$ cat src/rtl/speck_2ti_seq_ctrl_if.sv
// Host-side bus of the 2-share Speck sequencer: request handshake with
// plaintext/key shares in, result handshake with ciphertext shares out.
//
// Handshake rule (both channels): a transfer happens on a rising clk edge
// where valid and ready are both 1. The producer keeps valid and its data
// stable until that edge. The consumer may raise or lower ready freely.
interface speck_2ti_seq_ctrl_if;
    logic         in_valid;
    logic         in_ready;
    logic [127:0] pt_a;
    logic [127:0] pt_b;
    logic [127:0] key_a;
    logic [127:0] key_b;
    logic         out_valid;
    logic         out_ready;
    logic [127:0] ct_a;
    logic [127:0] ct_b;

    // Host side: issues requests and consumes results
    modport master (
        output in_valid, pt_a, pt_b, key_a, key_b, out_ready,
        input  in_ready, out_valid, ct_a, ct_b
    );

    // Sequencer side
    modport slave (
        input  in_valid, pt_a, pt_b, key_a, key_b, out_ready,
        output in_ready, out_valid, ct_a, ct_b
    );
endinterface

$ cat src/rtl/speck_2ti_seq_ctrl.sv
// Sequencer for a bit-serial, two-share Speck128/128 core.
// Latches one request, streams the shares into the core LSB first, lets the
// core run, collects the 64 serial ciphertext bit pairs and holds the result
// until the host takes it. A watchdog aborts a core that never finishes.
module speck_2ti_seq_ctrl #(
    parameter int WDOG_LIMIT = 2100
) (
    input  logic                  clk,
    input  logic                  rst_n,
    speck_2ti_seq_ctrl_if.slave   host,
    input  logic                  rnd_in,
    output logic                  busy,
    output logic                  wdog_err,
    output logic                  core_data_ina,
    output logic                  core_data_inb,
    output logic                  core_k_data_ina,
    output logic                  core_k_data_inb,
    output logic                  core_carry_init_a,
    output logic                  core_carry_init_b,
    output logic                  core_we,
    output logic                  core_start,
    input  logic [1:0]            core_cipher_out1,
    input  logic [1:0]            core_cipher_out2,
    input  logic                  core_rndlessthan32,
    output logic [2:0]            dbg_state
);

    typedef enum logic [2:0] {
        S_IDLE   = 3'd0,
        S_LOAD   = 3'd1,
        S_RUN    = 3'd2,
        S_UNLOAD = 3'd3,
        S_DONE   = 3'd4,
        S_ERR    = 3'd5
    } state_t;

    localparam int RUN_W = $clog2(WDOG_LIMIT + 1);

    state_t           state_q;
    state_t           state_d;
    logic [6:0]       load_cnt;
    logic [RUN_W-1:0] run_cnt;
    logic [5:0]       cap_cnt;
    logic [127:0]     pt_a_q;
    logic [127:0]     pt_b_q;
    logic [127:0]     key_a_q;
    logic [127:0]     key_b_q;
    logic [127:0]     ct_a_q;
    logic [127:0]     ct_b_q;
    logic             rnd_q;
    logic             in_ready;
    logic             out_valid;
    logic             accept;
    logic             capture;
    logic             load_last;
    logic             wdog_hit;

    // A capture is any edge in the unload window where the core reports its
    // rounds are over; each one delivers one X bit and one Y bit per share.
    assign accept    = (state_q == S_IDLE) && host.in_valid;
    assign capture   = ((state_q == S_RUN) || (state_q == S_UNLOAD)) && !core_rndlessthan32;
    assign load_last = (load_cnt == 7'd127);
    assign wdog_hit  = (state_q == S_RUN) && core_rndlessthan32
                       && (run_cnt == RUN_W'(WDOG_LIMIT - 1));

    // Next-state and per-state control outputs
    always_comb begin
        state_d    = state_q;
        in_ready   = 1'b0;
        out_valid  = 1'b0;
        busy       = 1'b1;
        wdog_err   = 1'b0;
        core_we    = 1'b0;
        core_start = 1'b0;
        case (state_q)
            S_IDLE: begin
                in_ready = 1'b1;
                busy     = 1'b0;
                if (host.in_valid) begin
                    state_d = S_LOAD;
                end
            end
            S_LOAD: begin
                core_we = 1'b1;
                if (load_last) begin
                    state_d = S_RUN;
                end
            end
            S_RUN: begin
                core_start = 1'b1;
                if (capture) begin
                    state_d = S_UNLOAD;
                end else if (wdog_hit) begin
                    state_d = S_ERR;
                end
            end
            S_UNLOAD: begin
                core_start = 1'b1;
                if (capture && (cap_cnt == 6'd63)) begin
                    state_d = S_DONE;
                end
            end
            S_DONE: begin
                out_valid = 1'b1;
                if (host.out_ready) begin
                    state_d = S_IDLE;
                end
            end
            S_ERR: begin
                wdog_err = 1'b1;
                state_d  = S_IDLE;
            end
            default: begin
                state_d = S_IDLE;
            end
        endcase
    end

    // State register; reset aborts any transaction at once
    always_ff @(posedge clk or negedge rst_n) begin
        if (!rst_n) begin
            state_q <= S_IDLE;
        end else begin
            state_q <= state_d;
        end
    end

    // Load, run and capture counters; each is zero outside its own phase
    always_ff @(posedge clk or negedge rst_n) begin
        if (!rst_n) begin
            load_cnt <= '0;
            run_cnt  <= '0;
            cap_cnt  <= '0;
        end else begin
            load_cnt <= (state_q == S_LOAD) ? load_cnt + 7'd1 : 7'd0;
            run_cnt  <= (state_q == S_RUN) ? run_cnt + RUN_W'(1) : '0;
            if (state_q == S_IDLE) begin
                cap_cnt <= '0;
            end else if (capture) begin
                cap_cnt <= cap_cnt + 6'd1;
            end
        end
    end

    // Share latches; written only on the accept edge so later in_valid
    // activity cannot disturb a transaction in flight
    always_ff @(posedge clk or negedge rst_n) begin
        if (!rst_n) begin
            pt_a_q  <= '0;
            pt_b_q  <= '0;
            key_a_q <= '0;
            key_b_q <= '0;
        end else if (accept) begin
            pt_a_q  <= host.pt_a;
            pt_b_q  <= host.pt_b;
            key_a_q <= host.key_a;
            key_b_q <= host.key_b;
        end
    end

    // Ciphertext assembly: capture k fills bit k of the Y word and bit k of
    // the X word of each share
    always_ff @(posedge clk or negedge rst_n) begin
        if (!rst_n) begin
            ct_a_q <= '0;
            ct_b_q <= '0;
        end else if (capture) begin
            ct_a_q[{1'b1, cap_cnt}] <= core_cipher_out1[1];
            ct_a_q[{1'b0, cap_cnt}] <= core_cipher_out1[0];
            ct_b_q[{1'b1, cap_cnt}] <= core_cipher_out2[1];
            ct_b_q[{1'b0, cap_cnt}] <= core_cipher_out2[0];
        end
    end

    // Fresh random bit for the carry-init sharing, refreshed every cycle
    always_ff @(posedge clk or negedge rst_n) begin
        if (!rst_n) begin
            rnd_q <= 1'b0;
        end else begin
            rnd_q <= rnd_in;
        end
    end

    // Both carry-init shares carry the same bit, so the shared carry is 0
    // while each individual share line still looks random
    assign core_carry_init_a = rnd_q;
    assign core_carry_init_b = rnd_q;

    // Serial share feed, LSB first, only while loading
    assign core_data_ina   = (state_q == S_LOAD) ? pt_a_q[load_cnt]  : 1'b0;
    assign core_data_inb   = (state_q == S_LOAD) ? pt_b_q[load_cnt]  : 1'b0;
    assign core_k_data_ina = (state_q == S_LOAD) ? key_a_q[load_cnt] : 1'b0;
    assign core_k_data_inb = (state_q == S_LOAD) ? key_b_q[load_cnt] : 1'b0;

    assign host.in_ready  = in_ready;
    assign host.out_valid = out_valid;
    assign host.ct_a      = ct_a_q;
    assign host.ct_b      = ct_b_q;
    assign dbg_state      = state_q;

endmodule

$ cat src/flat_wrapper.sv
// flat-port wrapper written by rule: the top's interface ports become plain ports
module speck_2ti_seq_ctrl_flat 
#(
    parameter int WDOG_LIMIT = 2100
)
  (clk, rst_n, rnd_in, busy, wdog_err, core_data_ina, core_data_inb, core_k_data_ina, core_k_data_inb, core_carry_init_a, core_carry_init_b, core_we, core_start, core_cipher_out1, core_cipher_out2, core_rndlessthan32, dbg_state, host_in_valid, host_pt_a, host_pt_b, host_key_a, host_key_b, host_out_ready, host_in_ready, host_out_valid, host_ct_a, host_ct_b);
  speck_2ti_seq_ctrl_if host_i ();
  input  logic clk;
  input  logic rst_n;
  input  logic rnd_in;
  output logic busy;
  output logic wdog_err;
  output logic core_data_ina;
  output logic core_data_inb;
  output logic core_k_data_ina;
  output logic core_k_data_inb;
  output logic core_carry_init_a;
  output logic core_carry_init_b;
  output logic core_we;
  output logic core_start;
  input  logic [1:0] core_cipher_out1;
  input  logic [1:0] core_cipher_out2;
  input  logic core_rndlessthan32;
  output logic [2:0] dbg_state;
  input wire logic [$bits(host_i.in_valid)-1:0] host_in_valid;
  input wire logic [$bits(host_i.pt_a)-1:0] host_pt_a;
  input wire logic [$bits(host_i.pt_b)-1:0] host_pt_b;
  input wire logic [$bits(host_i.key_a)-1:0] host_key_a;
  input wire logic [$bits(host_i.key_b)-1:0] host_key_b;
  input wire logic [$bits(host_i.out_ready)-1:0] host_out_ready;
  output wire logic [$bits(host_i.in_ready)-1:0] host_in_ready;
  output wire logic [$bits(host_i.out_valid)-1:0] host_out_valid;
  output wire logic [$bits(host_i.ct_a)-1:0] host_ct_a;
  output wire logic [$bits(host_i.ct_b)-1:0] host_ct_b;
  assign host_i.in_valid = host_in_valid;
  assign host_i.pt_a = host_pt_a;
  assign host_i.pt_b = host_pt_b;
  assign host_i.key_a = host_key_a;
  assign host_i.key_b = host_key_b;
  assign host_i.out_ready = host_out_ready;
  assign host_in_ready = host_i.in_ready;
  assign host_out_valid = host_i.out_valid;
  assign host_ct_a = host_i.ct_a;
  assign host_ct_b = host_i.ct_b;
  speck_2ti_seq_ctrl #(.WDOG_LIMIT(WDOG_LIMIT)) u_core (.clk(clk), .rst_n(rst_n), .host(host_i), .rnd_in(rnd_in), .busy(busy), .wdog_err(wdog_err), .core_data_ina(core_data_ina), .core_data_inb(core_data_inb), .core_k_data_ina(core_k_data_ina), .core_k_data_inb(core_k_data_inb), .core_carry_init_a(core_carry_init_a), .core_carry_init_b(core_carry_init_b), .core_we(core_we), .core_start(core_start), .core_cipher_out1(core_cipher_out1), .core_cipher_out2(core_cipher_out2), .core_rndlessthan32(core_rndlessthan32), .dbg_state(dbg_state));
endmodule
$ cat config.mk
export PLATFORM = sky130hd
export DESIGN_NAME = speck_2ti_seq_ctrl_flat
export DESIGN_NICKNAME = d
export VERILOG_FILES = /design/src/rtl/speck_2ti_seq_ctrl_if.sv /design/src/rtl/speck_2ti_seq_ctrl.sv /design/src/flat_wrapper.sv
export SDC_FILE = /design/constraint.sdc
export NUM_CORES = 1
export LEC_CHECK = 0
export ABC_AREA = 1
export ABC_CLOCK_PERIOD_IN_PS = 2200
export CAP_MARGIN = 30
export CORE_AREA = 5 5 304 306
export DETAILED_ROUTE_END_ITERATION = 6
export DIE_AREA = 0 0 309 311
export GPL_TIMING_DRIVEN = 0
export PLACE_DENSITY = 0.71
export SLEW_MARGIN = 20
export SYNTH_ARGS = -nofsm -noshare
export SYNTH_HDL_FRONTEND = slang
export SYNTH_SLANG_ARGS = --single-unit
$ cat constraint.sdc
create_clock -name clk -period 2.2 [get_ports clk]
set_input_delay 0.22 -clock clk [delete_from_list [all_inputs] [get_ports clk]]
set_output_delay 0.22 -clock clk [all_outputs]
set_load 0.01 [all_outputs]
==> results.yml, run 1 <==
synth:
  synth_cell_types: 33
  synthTopCellsByArea: "dfrtp_1, nand2_1, o21ai_0, mux2_2, inv_1"
  synth_cells: 3865
  synth_top_area_frac: 0.572
  netlist_area_um2: 34800
  ys_ff_latch: 797
  yosysWarnings: 0
  synth.yosys.seq_area_share: 0.572
  avgSynthCellArea_um2: 9.01
  synth_top_cell_by_area: "dfrtp_1"
  syn_nets: 4390
final_layout:
  design_area_um2: 49500
  final_nets: 5327
  stdcell_count: 6074
  layout_commonest_cell: "nand2_1"
  fill_cells: 7832
  syn2layout_area_growth_pct: 42.2
  final_cell_mix: "nand2_1, dfrtp_1, clkdlybuf4s50_1"
  drive_gt1_frac: 0.145
detailed_routing:
  viasPerCell: 5.53
  route.detailed.drc: 0
  detail_route.wl_per_cell_um: 27.8
  drt_iter0_drc: 4186
  drtPass1Iterations: 7
  num_vias: 33600
  detail-route-antenna-nets: 0
  drt_wl_total_um: 169000
placed_design:
  place_inst: 5851
  dp_hpwl_um: 127000
  place_congestion: 0.982
  place_area_um2: 44600
  port_buffers: 792
floorplan:
  start_util: 0.390
  die_h_um: 311
  core.rowCount: 110
  ios: 793
  core_um2: 89300
  die-area_um2: 96100
  die_w_um: 309
run_status:
  status: "finished, violations left"
  violations: "negative setup slack"
cts:
  clock_latency_ns: 0.67
  cts_tree: "yes"
  clkTransAtPathRegs_ns: 0.06
  cts.sinks: 797
  root_buffer: "clkbuf_16"
  htree_levels: 3
  cts-buffers-inserted: 86
  clockBufferDepth: 3
grt:
  grt_max_degree: 138
  antenna_found_initial: 44
  grt_overflow_total: 0
  grt_pass1_vias: 33100
  grt_pass1_wl_um: 234000
  grt_use_total: 0.338
critical_path:
  crit_fanout: 9
  crit_required_ns: 1.98
  criticalPathCategory: "flop to output port"
  startpoint_type: "flop"
  crit_path_end_kind: "output port"
  cp.arrival_ns: 2.89
sta:
  fin_crit_sh: 1.42
  tightest_slew_ns: 0.972
  holdWs_ns: 0.0470
  hold_violations: 0
  maxSlewHeadroom: 0.352
  worst_slack_ns: -0.914
  skew_ns: 0.0436
  fmax_mhz: 321
  setup_viol: 4
  drv_slew: 0
  grt_setup_unrepaired: "yes"
  fin_crit_ns: 3.11
pwr:
  p_per_area_nw_per_um2: 1240
  leakage_nw: 21.9
  ir_drop_v: 0.000920
  power_mw: 61.5
job:
  max-cap-violations: 0
hold_path:
  hp-class: "primary input to flop"
state kept, by name, indices dropped and copies added (netlist names):
register                  cells
u_core.key_b_q              128
u_core.dbg_state              3
u_core.cap_cnt                6
u_core.load_cnt               7
u_core.pt_a_q               128
u_core.host.ct_b            128
u_core.host.ct_a            128
u_core.pt_b_q               128
u_core.run_cnt               12
u_core.core_carry_init_a      1
u_core.key_a_q              128
what timing repair did:
action | CTS | global route
hold buffers | 1 | 0
resized for setup | 470 | 92
setup endpoints to repair | 720 | 477
gates cloned | 5 | 2
buffers inserted | 22 | 11
pin swaps | 41 | 27
hold endpoints to repair | 128 | 0
where the power goes:
group	switching, mW	internal [mW]	total (mW)
clock network	6.41	8.27	14.7
registers	2.14	19.6	21.7
logic	15.2	9.78	25.0
worst paths after layout:
check | slack (ns) | depth (start not counted) | to | from
max reg2reg | 0.02 | 9 | u_core.key_b_q[105]$_DFFE_PN0P_ | u_core.dbg_state[0]$_DFFE_PN0P_
min in group asynchronous | 0.28 | 3 | u_core.key_b_q[123]$_DFFE_PN0P_ | rst_n
min reg2reg | 0.48 | 2 | u_core.host.ct_b[67]$_DFFE_PN0P_ | u_core.host.ct_b[67]$_DFFE_PN0P_
max in group asynchronous | 0.23 | 5 | u_core.host.ct_b[89]$_DFFE_PN0P_ | rst_n
min | 0.05 | 1 | u_core.core_carry_init_a$_DFF_PN0_ | rnd_in
max | -0.91 | 13 | core_k_data_ina | u_core.load_cnt[0]$_DFF_PN0_
cells by family after synthesis:
family                   share of synthesized area
AND/OR/NAND/NOR                              0.166
AO/OA/AOI/OAI                                0.127
adder cells (fa/ha/maj)                    0.00108
buffers and inverters                       0.0677
multiplexers                                0.0659
flip-flops                                   0.572
per-stage QoR:
stage	setup slack, ns	utilization	setup TNS [ns]
floorplan	0.128	-	0
global placement	-35.64	0.495	-
detailed placement	-1.86	0.499	-451.78
CTS	-0.775	0.550	-3.57
global route	-0.994	0.555	-3.73
finish	-0.914	0.555	-3.60
layer usage:
layer / up-vias / part of all wire / GRT usage
li1: 14500 / - / -
met1: 16400 / 0.38 / 0.433
met2: 2167 / 0.43 / 0.496
met3: 560 / 0.12 / 0.101
met4: 16 / 0.077 / 0.220
met5: - / 0.00060 / 0
cells in the mapped netlist (all sizes together):
cell type	n
ha	3
buf	102
o211ai	69
nand3	231
inv	359
a211oi	2
o21ai	669
nor4	5
a31oi	2
nand2	1106
a21oi	98
a221oi	1
o21bai	1
nor3	14
nor2	75
clkinv	8
nor3b	1
a21boi	1
nand4	1
mux2	204
dfrtp	797
clkbuf	116
critical path: stages, from the launching register on:
cell and delay [ns]:
dfrtp_2 0.45, buf_12 0.18, clkbuf_16 0.18, buf_12 0.15, a21oi_1 0.14, o21ai_1 0.13, nand3_1 0.12, nand2_1 0.08
nor2_2 0.17, nor2_2 0.06, nor2_4 0.19, nor2_4 0.07, nor2_4 0.19, buf_6 0.14
layout make-up:
cell class / instances / area (um^2) / area share
Clock inverter: 31 / 402 / 0.00811
Inverter: 367 / 1410 / 0.0284
Antenna cell: 32 / 80.1 / 0.00162
Buffer: 216 / 2020 / 0.0408
Tap cell: 1176 / 1470 / 0.0297
Timing Repair Buffer: 851 / 8830 / 0.178
Sequential cell: 797 / 20000 / 0.403
Multi-Input combinational cell: 2483 / 12900 / 0.261
Clock buffer: 121 / 2430 / 0.0491
(Power assumes the default switching activity.)
==> inputs of run 2 (changes only) <==
--- a/config.mk
+++ b/config.mk
@@ -12,7 +12,7 @@
 export DETAILED_ROUTE_END_ITERATION = 6
 export DIE_AREA = 0 0 309 311
 export GPL_TIMING_DRIVEN = 0
-export PLACE_DENSITY = 0.71
+export PLACE_DENSITY = 0.75
 export SLEW_MARGIN = 20
 export SYNTH_ARGS = -nofsm -noshare
 export SYNTH_HDL_FRONTEND = slang
==> run 2 against run 1 <==
Effect of this change:
- the flow finishes with violations (design-rule violations, negative setup slack)
- worst setup slack better by 0.0036 ns
- sequential share of layout area shrank 0.33 points
- clock skew fell by 0.012 ns
- combinational power about the same
==> results.yml, run 2 (synthesis gave the netlist of run 1 again) <==
grt:
  grt_pass1_wl_um: 235000
  grt_max_degree: 138
  grt_use_total: 0.337
  grtUsageMet3: 0.121
  use_met1: 0.422
  use_met2: 0.496
  grt.busiest_layer: "met2"
  grt_overflow_total: 0
  antenna_found_initial: 46
  grt_pass1_vias: 33300
floorplan:
  start_util: 0.390
  core.rowCount: 110
  die-area_um2: 96100
  ios: 793
  core_um2: 89300
  die_h_um: 311
  die_w_um: 309
final_layout:
  final_nets: 5333
  regArea_um2: 20000
  syn2layout_area_growth_pct: 43.4
  stdcell_count: 6093
  layout_commonest_cell: "nand2_1"
  fill_cells: 7750
  drive_gt1_frac: 0.157
  multi_input_area_um2: 13100
  final_cell_mix: "nand2_1, dfrtp_1, clkdlybuf4s50_1"
cts:
  htree_levels: 3
  cts-buffers-inserted: 90
  clockBufferDepth: 3
  cts.sinks: 797
  cts_tree: "yes"
  clkTransAtPathRegs_ns: 0.07
  clock_latency_ns: 0.66
  root_buffer: "clkbuf_16"
pwr:
  leakage_nw: 22.1
  seq_power_share: 0.346
  clkPwrFrac: 0.251
  p_int_mw: 38.5
  switchingPower_mw: 24.3
  p_per_area_nw_per_um2: 1260
  swShare: 0.387
  combPwrFrac: 0.402
  ir_drop_v: 0.000758
sta:
  drv_slew: 0
  fmax_mhz: 321
  setup_viol: 4
  hold_violations: 0
  grt_setup_unrepaired: "yes"
  worst_slack_ns: -0.911
  skew_ns: 0.0314
  fin_crit_sh: 1.41
  tightest_slew_ns: 0.881
  fin_crit_ns: 3.11
  maxSlewHeadroom: 0.413
detailed_routing:
  viasPerCell: 5.61
  detail-route-antenna-nets: 0
  route.detailed.drc: 1
  drt_wl_total_um: 169000
  drt_iter0_drc: 4486
  num_vias: 34200
  drtPass1Iterations: 7
  detail_route.wl_per_cell_um: 27.8
run_status:
  status: "finished, violations left"
  violations: "design-rule violations, negative setup slack"
critical_path:
  criticalPathCategory: "flop to output port"
  cp.arrival_ns: 2.89
  crit_fanout: 10
  crit_required_ns: 1.98
  crit_path_end_kind: "output port"
  startpoint_type: "flop"
job:
  max-cap-violations: 0
placed_design:
  place_inst: 5851
  place_congestion: 0.990
  place_ws_ns: -1.90
  port_buffers: 792
  dp_hpwl_um: 126000
hold_path:
  hp-class: "primary input to async pin"
run 2: cell types whose count changed in the layout (fill, tap and decap cells not counted), sizes merged, moves of 2 or more:
cell,delta
clkdlybuf4s50,-2
clkinv,+7
dlygate4sd2,+3
buf,+7
clkinvlp,+4
run 2: cell type report:
cell class | instances | area share
diodes | 31 | 0.00155
plain buffers | 216 | 0.0407
clock buffers | 126 | 0.0532
clock inverters | 44 | 0.00949
inverters | 367 | 0.0284
multi-input cells | 2483 | 0.262
flip-flops and latches | 797 | 0.399
well taps | 1176 | 0.0295
repair buffers | 853 | 0.175
run 2: timing repair:
item                                   4_1_cts  5_1_grt
resized for setup                          509       92
pin swaps                                   57       27
cloned                                       7        0
buffers inserted                            29        5
hold buffers                                 2        0
endpoints found under the hold margin      390        0
setup endpoints to repair                  737      184
run 2: path summary, 6_finish.rpt:
path	slack [ns]	startpoint	endpoint	cells after the start
worst max-delay path	-0.91	u_core.load_cnt[1]$_DFF_PN0_	core_data_ina	11
worst min-delay path	0.05	rst_n	u_core.key_a_q[75]$_DFFE_PN0P_	2
worst max register to register	0.03	u_core.load_cnt[2]$_DFF_PN0_	u_core.load_cnt[5]$_DFF_PN0_	6
worst min register to register	0.46	u_core.run_cnt[0]$_DFF_PN0_	u_core.run_cnt[0]$_DFF_PN0_	1
max in group asynchronous	0.45	rst_n	u_core.key_a_q[19]$_DFFE_PN0P_	5
min in group clk	0.08	host_key_b[44]	u_core.key_b_q[44]$_DFFE_PN0P_	3
run 2: metal layers:
metal,part of all wire,up-vias
met3,0.12,670
met1,0.37,16500
met4,0.078,24
met2,0.43,2394
li1,-,14500
met5,0.00096,-
run 2: power by group through the flow:
stage	registers, mW	logic (mW)	clock network (mW)
after floorplan	21.2	12.5	0
after global placement	21.8	20.6	0
after detailed placement	21.8	21.3	0
after CTS	21.6	24.0	15.8
after global routing	22.1	26.5	16.4
final	21.8	25.3	15.8
run 2: critical path: stages, from the launching register on:
cell	delay, ns
dfrtp_2	0.44
buf_6	0.16
buf_12	0.16
clkbuf_2	0.40
nand3_1	0.15
o211ai_1	0.15
nand3_1	0.12
nor2_1	0.21
nor2_4	0.08
nor2_4	0.14
nor2_4	0.08
buf_6	0.13
run 2: metrics by stage:
step	util	TNS [ns]	instance area [um^2]	hold slack [ns]	power (mW)
after floorplan	-	0	34800	-0.0756	33.7
after global placement	0.495	-	44200	0.451	42.4
after detailed placement	0.499	-466.81	44600	0.122	43.1
after CTS	0.555	-3.09	49600	0.0382	61.4
after global routing	0.559	-3.67	49900	0.0726	65.1
final	0.559	-3.56	50000	0.0529	62.9
